### config.mk
export PLATFORM = sky130hd
export DESIGN_NAME = rgb_fade_sequencer
export DESIGN_NICKNAME = d
export VERILOG_FILES = /design/src/rtl/rgb_seq_pkg.sv /design/src/rtl/rgb_seq_regs.sv /design/src/rtl/rgb_fade_sequencer.sv
export SDC_FILE = /design/constraint.sdc
export NUM_CORES = 1
export LEC_CHECK = 0
export CORE_ASPECT_RATIO = 1.4
export CORE_UTILIZATION = 57
export CTS_CLUSTER_DIAMETER = 40
export DETAILED_ROUTE_END_ITERATION = 8
export PLACE_DENSITY = 0.8
export SYNTH_ARGS = -nofsm -noshare
export SYNTH_HDL_FRONTEND = slang
export SYNTH_HIERARCHICAL = 1
export SYNTH_SLANG_ARGS = --single-unit
### constraint.sdc
create_clock -name clk -period 4.3 [get_ports clk]
set_input_delay 0.86 -clock clk [delete_from_list [all_inputs] [get_ports clk]]
set_output_delay 0.86 -clock clk [all_outputs]
set_load 0.01 [all_outputs]
### src/rtl/rgb_seq_pkg.sv
// rgb_seq_pkg: shared state encoding, register word indices and keyframe field layout
package rgb_seq_pkg;
  typedef enum logic [1:0] {IDLE = 2'd0, LOAD = 2'd1, FADE = 2'd2, DONE = 2'd3} seq_state_t;
  localparam logic [4:0] CTRL_IDX = 5'd0;
  localparam logic [4:0] DIV_IDX = 5'd1;
  localparam logic [4:0] STATUS_IDX = 5'd2;
  localparam logic [4:0] KEY_BASE = 5'd16;
  localparam int R_LSB = 16;
  localparam int G_LSB = 8;
  localparam int B_LSB = 0;
  function automatic int chan_lsb(input int c);
    return c == 0 ? R_LSB : c == 1 ? G_LSB : B_LSB;
  endfunction
endpackage

### src/rtl/rgb_seq_regs.sv
// rgb_seq_regs: Wishbone slave and control/keyframe register file
module rgb_seq_regs
  import rgb_seq_pkg::*;
#(
  parameter int NUM_KEYS = 4,
  parameter int DIV_W = 16
) (
  input  logic                       clk,
  input  logic                       reset,
  input  logic                       wbs_stb_i,
  input  logic                       wbs_cyc_i,
  input  logic                       wbs_we_i,
  input  logic [31:0]                wbs_adr_i,
  input  logic [31:0]                wbs_dat_i,
  output logic                       wbs_ack_o,
  output logic [31:0]                wbs_dat_o,
  input  logic [1:0]                 state,
  input  logic [3:0]                 key_idx,
  input  logic                       done_clr,
  output logic                       enable,
  output logic                       loop_en,
  output logic                       start,
  output logic [DIV_W-1:0]           step_div,
  output logic [NUM_KEYS-1:0][23:0]  keys
);
  localparam int KW = $clog2(NUM_KEYS);
  logic req, wr, key_hit, unused;
  logic [4:0] idx, key_off;
  logic [31:0] rdata;
  assign req = wbs_stb_i & wbs_cyc_i & ~wbs_ack_o;
  assign wr = req & wbs_we_i;
  assign idx = wbs_adr_i[6:2];
  assign key_off = idx - KEY_BASE;
  assign key_hit = idx >= KEY_BASE && key_off < 5'(NUM_KEYS);
  assign unused = ^{wbs_adr_i[31:7], wbs_adr_i[1:0], wbs_dat_i[31:24]};
  assign rdata = idx == CTRL_IDX ? {30'd0, loop_en, enable}
               : idx == DIV_IDX ? 32'(step_div)
               : idx == STATUS_IDX ? {20'd0, key_idx, 6'd0, state}
               : key_hit ? {8'd0, keys[key_off[KW-1:0]]} : '0;
  // bus handshake and register writes; a CTRL write overrides the end-of-sequence enable clear
  always_ff @(posedge clk) begin
    if (reset) begin
      wbs_ack_o <= 1'b0;
      wbs_dat_o <= '0;
      enable <= 1'b0;
      loop_en <= 1'b0;
      start <= 1'b0;
      step_div <= DIV_W'(1);
      keys <= '0;
    end else begin
      wbs_ack_o <= req;
      wbs_dat_o <= req ? rdata : '0;
      start <= wr && idx == CTRL_IDX && wbs_dat_i[0] && !enable;
      if (wr && idx == CTRL_IDX) {loop_en, enable} <= wbs_dat_i[1:0];
      else if (done_clr) enable <= 1'b0;
      if (wr && idx == DIV_IDX) step_div <= wbs_dat_i[DIV_W-1:0];
      if (wr && key_hit) keys[key_off[KW-1:0]] <= wbs_dat_i[23:0];
    end
  end
endmodule

### src/rtl/rgb_fade_sequencer.sv
// rgb_fade_sequencer: keyframe RGB fader producing PWM duty levels
module rgb_fade_sequencer
  import rgb_seq_pkg::*;
#(
  parameter int NUM_KEYS = 4,
  parameter int DIV_W = 16
) (
  input  logic        clk,
  input  logic        reset,
  input  logic        wbs_stb_i,
  input  logic        wbs_cyc_i,
  input  logic        wbs_we_i,
  input  logic [31:0] wbs_adr_i,
  input  logic [31:0] wbs_dat_i,
  output logic        wbs_ack_o,
  output logic [31:0] wbs_dat_o,
  output logic [7:0]  level0,
  output logic [7:0]  level1,
  output logic [7:0]  level2,
  output logic        seq_active,
  output logic        seq_done
);
  localparam int KW = $clog2(NUM_KEYS);
  localparam logic [KW-1:0] LAST = KW'(NUM_KEYS - 1);
  seq_state_t state, state_nx;
  logic [KW-1:0] key_idx, key_idx_nx;
  logic [DIV_W-1:0] step_div, div_cnt, div_max;
  logic [NUM_KEYS-1:0][23:0] keys;
  logic [23:0] target;
  logic [2:0][7:0] lvl;
  logic [2:0] ch_eq;
  logic enable, loop_en, start, at_target, tick;
  rgb_seq_regs #(.NUM_KEYS(NUM_KEYS), .DIV_W(DIV_W)) u_regs (
    .clk(clk),
    .reset(reset),
    .wbs_stb_i(wbs_stb_i),
    .wbs_cyc_i(wbs_cyc_i),
    .wbs_we_i(wbs_we_i),
    .wbs_adr_i(wbs_adr_i),
    .wbs_dat_i(wbs_dat_i),
    .wbs_ack_o(wbs_ack_o),
    .wbs_dat_o(wbs_dat_o),
    .state(state),
    .key_idx(4'(key_idx)),
    .done_clr(state == DONE),
    .enable(enable),
    .loop_en(loop_en),
    .start(start),
    .step_div(step_div),
    .keys(keys)
  );
  assign div_max = step_div == '0 ? DIV_W'(1) : step_div;
  assign at_target = &ch_eq;
  assign tick = state == FADE && enable && !at_target
             && {1'b0, div_cnt} + (DIV_W+1)'(1) >= {1'b0, div_max};
  assign level0 = lvl[0];
  assign level1 = lvl[1];
  assign level2 = lvl[2];
  assign seq_active = state != IDLE;
  assign seq_done = state == DONE;
  // sequencing: start on enable edge, advance keyframes when all channels arrive, abort on enable clear
  always_comb begin
    state_nx = state;
    key_idx_nx = key_idx;
    case (state)
      IDLE: if (start) begin
        state_nx = LOAD;
        key_idx_nx = '0;
      end
      LOAD: state_nx = enable ? FADE : IDLE;
      FADE: if (!enable) state_nx = IDLE;
      else if (at_target) begin
        state_nx = key_idx != LAST || loop_en ? LOAD : DONE;
        key_idx_nx = key_idx != LAST ? key_idx + KW'(1) : loop_en ? '0 : key_idx;
      end
      default: state_nx = IDLE;
    endcase
  end
  // state, keyframe index, latched target and step divider
  always_ff @(posedge clk) begin
    if (reset) begin
      state <= IDLE;
      key_idx <= '0;
      target <= '0;
      div_cnt <= '0;
    end else begin
      state <= state_nx;
      key_idx <= key_idx_nx;
      if (state == LOAD) target <= keys[key_idx];
      div_cnt <= state == FADE && !tick ? div_cnt + DIV_W'(1) : '0;
    end
  end
  for (genvar c = 0; c < 3; c++) begin : g_ch
    localparam int LSB = chan_lsb(c);
    logic [7:0] v;
    assign ch_eq[c] = v == target[LSB +: 8];
    assign lvl[c] = v;
    // move this channel one LSB toward its target on each divider wrap
    always_ff @(posedge clk) begin
      if (reset) v <= '0;
      else if (tick && !ch_eq[c]) v <= v < target[LSB +: 8] ? v + 8'd1 : v - 8'd1;
    end
  end
endmodule

==> flow_summary_export.csv <==
group,metric,value,unit
detailed_routing,firstDrtPassIters,5,
placement,portBuffers,84,
clock_network,cts_tree,"yes",
detailed_routing,drc,0,
setup_path,crit_path_end_kind,"register",
clock_network,cts.sinks,208,
clock_network,clk_pin_slew_worst_paths,0.06,ns
clock_network,cts.htree.levels,1,
clock_network,cts_hold_buf,0,
setup_path,slowest_delay,0.52,ns
synthesis,postSynthCellCount,1218,
detailed_routing,wl_per_cell,17.33,um
detailed_routing,ant_nets,0,
die,die_y,164.5,um
synthesis,async_flop_share,0,
run_status,status,"finished clean",
setup_path,required,4.67,ns
final_layout,diodes,0,
final_layout,drive_gt1_frac,0.1177,
synthesis,synth.top_cell.area_share,0.3875,
timing,rsz0062_at_grt,"false",
synthesis,yosysMostFrequentCell,"nand2_1",
timing,fin_crit_sh,0.8081,
timing,fmax,0.2878,GHz
clock_network,worstSkewPairLatency,0.52,ns
placement,post-place-ws,0.8153,ns
synthesis,ys_seq_area_frac,0.3875,
clock_network,cts_buffers,23,
timing,clock_skew,0.01040,ns
timing,timing.setup.tns,0,ns
timing,slew_headroom,0.3014,
grt,grt_pass1_wl,42.41,mm
die,coreArea,18530,um^2
detailed_routing,via_per_inst,5.814,
power_and_ir_drop,power,3.970,mW
clock_network,clock_path_buffers,3,
die,io_pins,128,
setup_path,cp-start-kind,"register",
setup_path,path_buf_inv,0,
synthesis,synth_area,10750,um^2
synthesis,syn_avg_cell_area,8.822,um^2
final_layout,syn_to_final_growth,14.61,%
synthesis,ys.flop_type,"dfxtp_1",
grt,groute.usage.overall,0.2731,
die,initial_utilization,0.5799,
final_layout,layout.cells.non_filler,1527,
grt,overflow,0,
placement,dp_hpwl,17.63,mm
synthesis,synth-edff-count,0,
timing,hold_viol_final,0,
grt,grt_antenna_before_repair,0,
grt,grt_max_degree,157,
die,die_area,19410,um^2
synthesis,postSynthRegisterBits,208,
synthesis,yosys.area.top_type,"dfxtp_1",
final_layout,fin_nets,1402,
synthesis,synth_warnings,6,
timing,setup_viol,0,
placement,gp_routability_congestion,0.8806,
setup_path,path_max_fanout,10,
power_and_ir_drop,ir_drop,0.0002994,V
timing,min_period,3.475,ns
die,core.rowCount,59,
worst_hold_path,hold_class,"register to register",
power_and_ir_drop,p_leak,4.364,nW
setup_path,critPathKind,"register to register",
grt,grt_pass1_vias,8597,
detailed_routing,wl,26.46,mm
timing,tightestPinTransition,1.048,ns
synthesis,yosys-top-cells-area,"dfxtp_1 (39%), nand2_1 (10%), mux4_2 (7.5%)",
clock_network,cts_root_buf,"clkbuf_16",
power_and_ir_drop,p_per_area,322.3,nW/um^2
setup_path,cpLargestDelayFamily,"simple AND/OR/NAND/NOR gates",
placement,place_inst,1489,
die,die_width,118.0,um
clock_network,cts_setup_buffers,0,
timing,hold_ws,0.4555,ns
detailed_routing,drt_iter0_markers,624,
setup_path,cp_slowest_cell,"nor3_4",
timing,slew_violations,0,
timing,setup_slack,0.8250,ns
synthesis,ys_types,58,
run,max-cap-violations,0,
setup_path,cp_cell_sequence,"and4_1, and2_1, nand2_1, nor2_1, nand4_1, xnor2_1, ha_1, nand4_1, or2_2, o211a_2, nor3_4, mux2i_1, nor2_1",
detailed_routing,num_vias,8878,
clock_network,cts_resized,0,
synthesis,ys_top_cells_by_count,"nand2_1 (294), dfxtp_1 (208), a21oi_1 (148), ha_1 (60), nor2_1 (55)",
setup_path,arrival,3.85,ns
==> cell usage in the layout, fill, tap and decap left out, types with 3 or more instances in the layout <==
cell type,count
inv_6,5
nor4_1,4
a211o_1,4
conb_1,10
a211oi_1,7
o211ai_1,3
o21ai_0,6
a22oi_1,12
and3_1,15
mux2i_1,19
clkdlybuf4s50_1,82
nand2b_1,3
xnor2_1,30
fa_1,3
buf_4,16
and4_1,4
nor2_1,55
nor3_1,13
mux4_2,36
nor3_4,3
a21oi_2,25
xor2_1,5
dfxtp_1,207
nor2b_1,23
clkbuf_16,23
nand2_1,294
a21o_1,18
nand4_1,11
inv_1,49
clkbuf_1,3
nand3_1,14
mux2_2,24
ha_1,60
o41ai_1,3
a2bb2oi_1,4
o21bai_1,5
and2_1,6
a21oi_1,148
==> layout make-up <==
| cell class | instances | area [um^2] |
|---|---|---|
| clock buffer | 28 | 614.3 |
| clock inverter | 10 | 103.9 |
| fill | 1452 | 6213 |
| inverter | 49 | 183.9 |
| multi-input combinational | 888 | 5977 |
| sequential | 208 | 4165 |
| tap | 244 | 305.3 |
| timing repair buffer | 100 | 965.9 |
==> report_power, final <==
| part | internal, mW | switching, mW | total, mW |
|---|---|---|---|
| logic | 0.0527 | 0.0934 | 0.146 |
| clock network | 1.09 | 0.805 | 1.89 |
| registers | 1.93 | 0.00204 | 1.93 |
==> per-stage QoR <==
stage / cell area, um^2 / util
floorplan: 10780 / -
global placement: 11600 / 0.6259
detailed placement: 11600 / 0.6259
CTS: 12320 / 0.6647
global route: 12320 / 0.6647
finish: 12320 / 0.6647
==> worst reg2reg max path, stage by stage, from the launching register on <==
cell     delay [ns]
dfxtp_1        0.39
and4_1         0.24
and2_1         0.16
nand2_1        0.06
nor2_1         0.22
nand4_1        0.16
xnor2_1        0.18
ha_1           0.30
nand4_1        0.12
or2_2          0.29
o211a_2        0.36
nor3_4         0.53
mux2i_1        0.27
nor2_1         0.05
==> flip-flops by register name, summed over array words and instances (netlist names), 8 cells and up <==
register          count
u_regs/wbs_dat_o     24
level1                8
u_regs/step_div      16
u_regs/keys          96
level0                8
target               24
div_cnt              16
level2                8
==> cells by family after synthesis <==
kind of cell | after synthesis | share of synthesized area
AOI/OAI and AO/OA | 245 | 0.1419
xor gates and xnor gates | 35 | 0.02853
adders and majority gates | 63 | 0.07545
buffers and inverters | 130 | 0.05904
DFF | 208 | 0.3875
muxes | 79 | 0.1183
other | 2 | 0.0006989
and+or+nand+nor | 456 | 0.1885
==> worst paths after layout <==
kind,end,start,slack [ns],cells after the start
worst max-delay path,level0[1],div_cnt[2],0.83,13
worst min-delay path,target[18],target[18],0.46,2
worst max register to register,level0[1],div_cnt[2],0.83,13
worst min register to register,target[18],target[18],0.46,2
==> routing by layer <==
metal | GRT usage | routed length [um] | part of all wire | vias to the layer above
li1 | - | - | - | 4266
met1 | 0.3106 | 10100 | 0.38 | 4185
met2 | 0.5019 | 13600 | 0.51 | 350
met3 | 0.02866 | 1482 | 0.056 | 77
met4 | 0.1492 | 1273 | 0.048 | 0
met5 | 0 | 0 | 0 | -
Note: power is estimated with default switching activity, not from simulation.
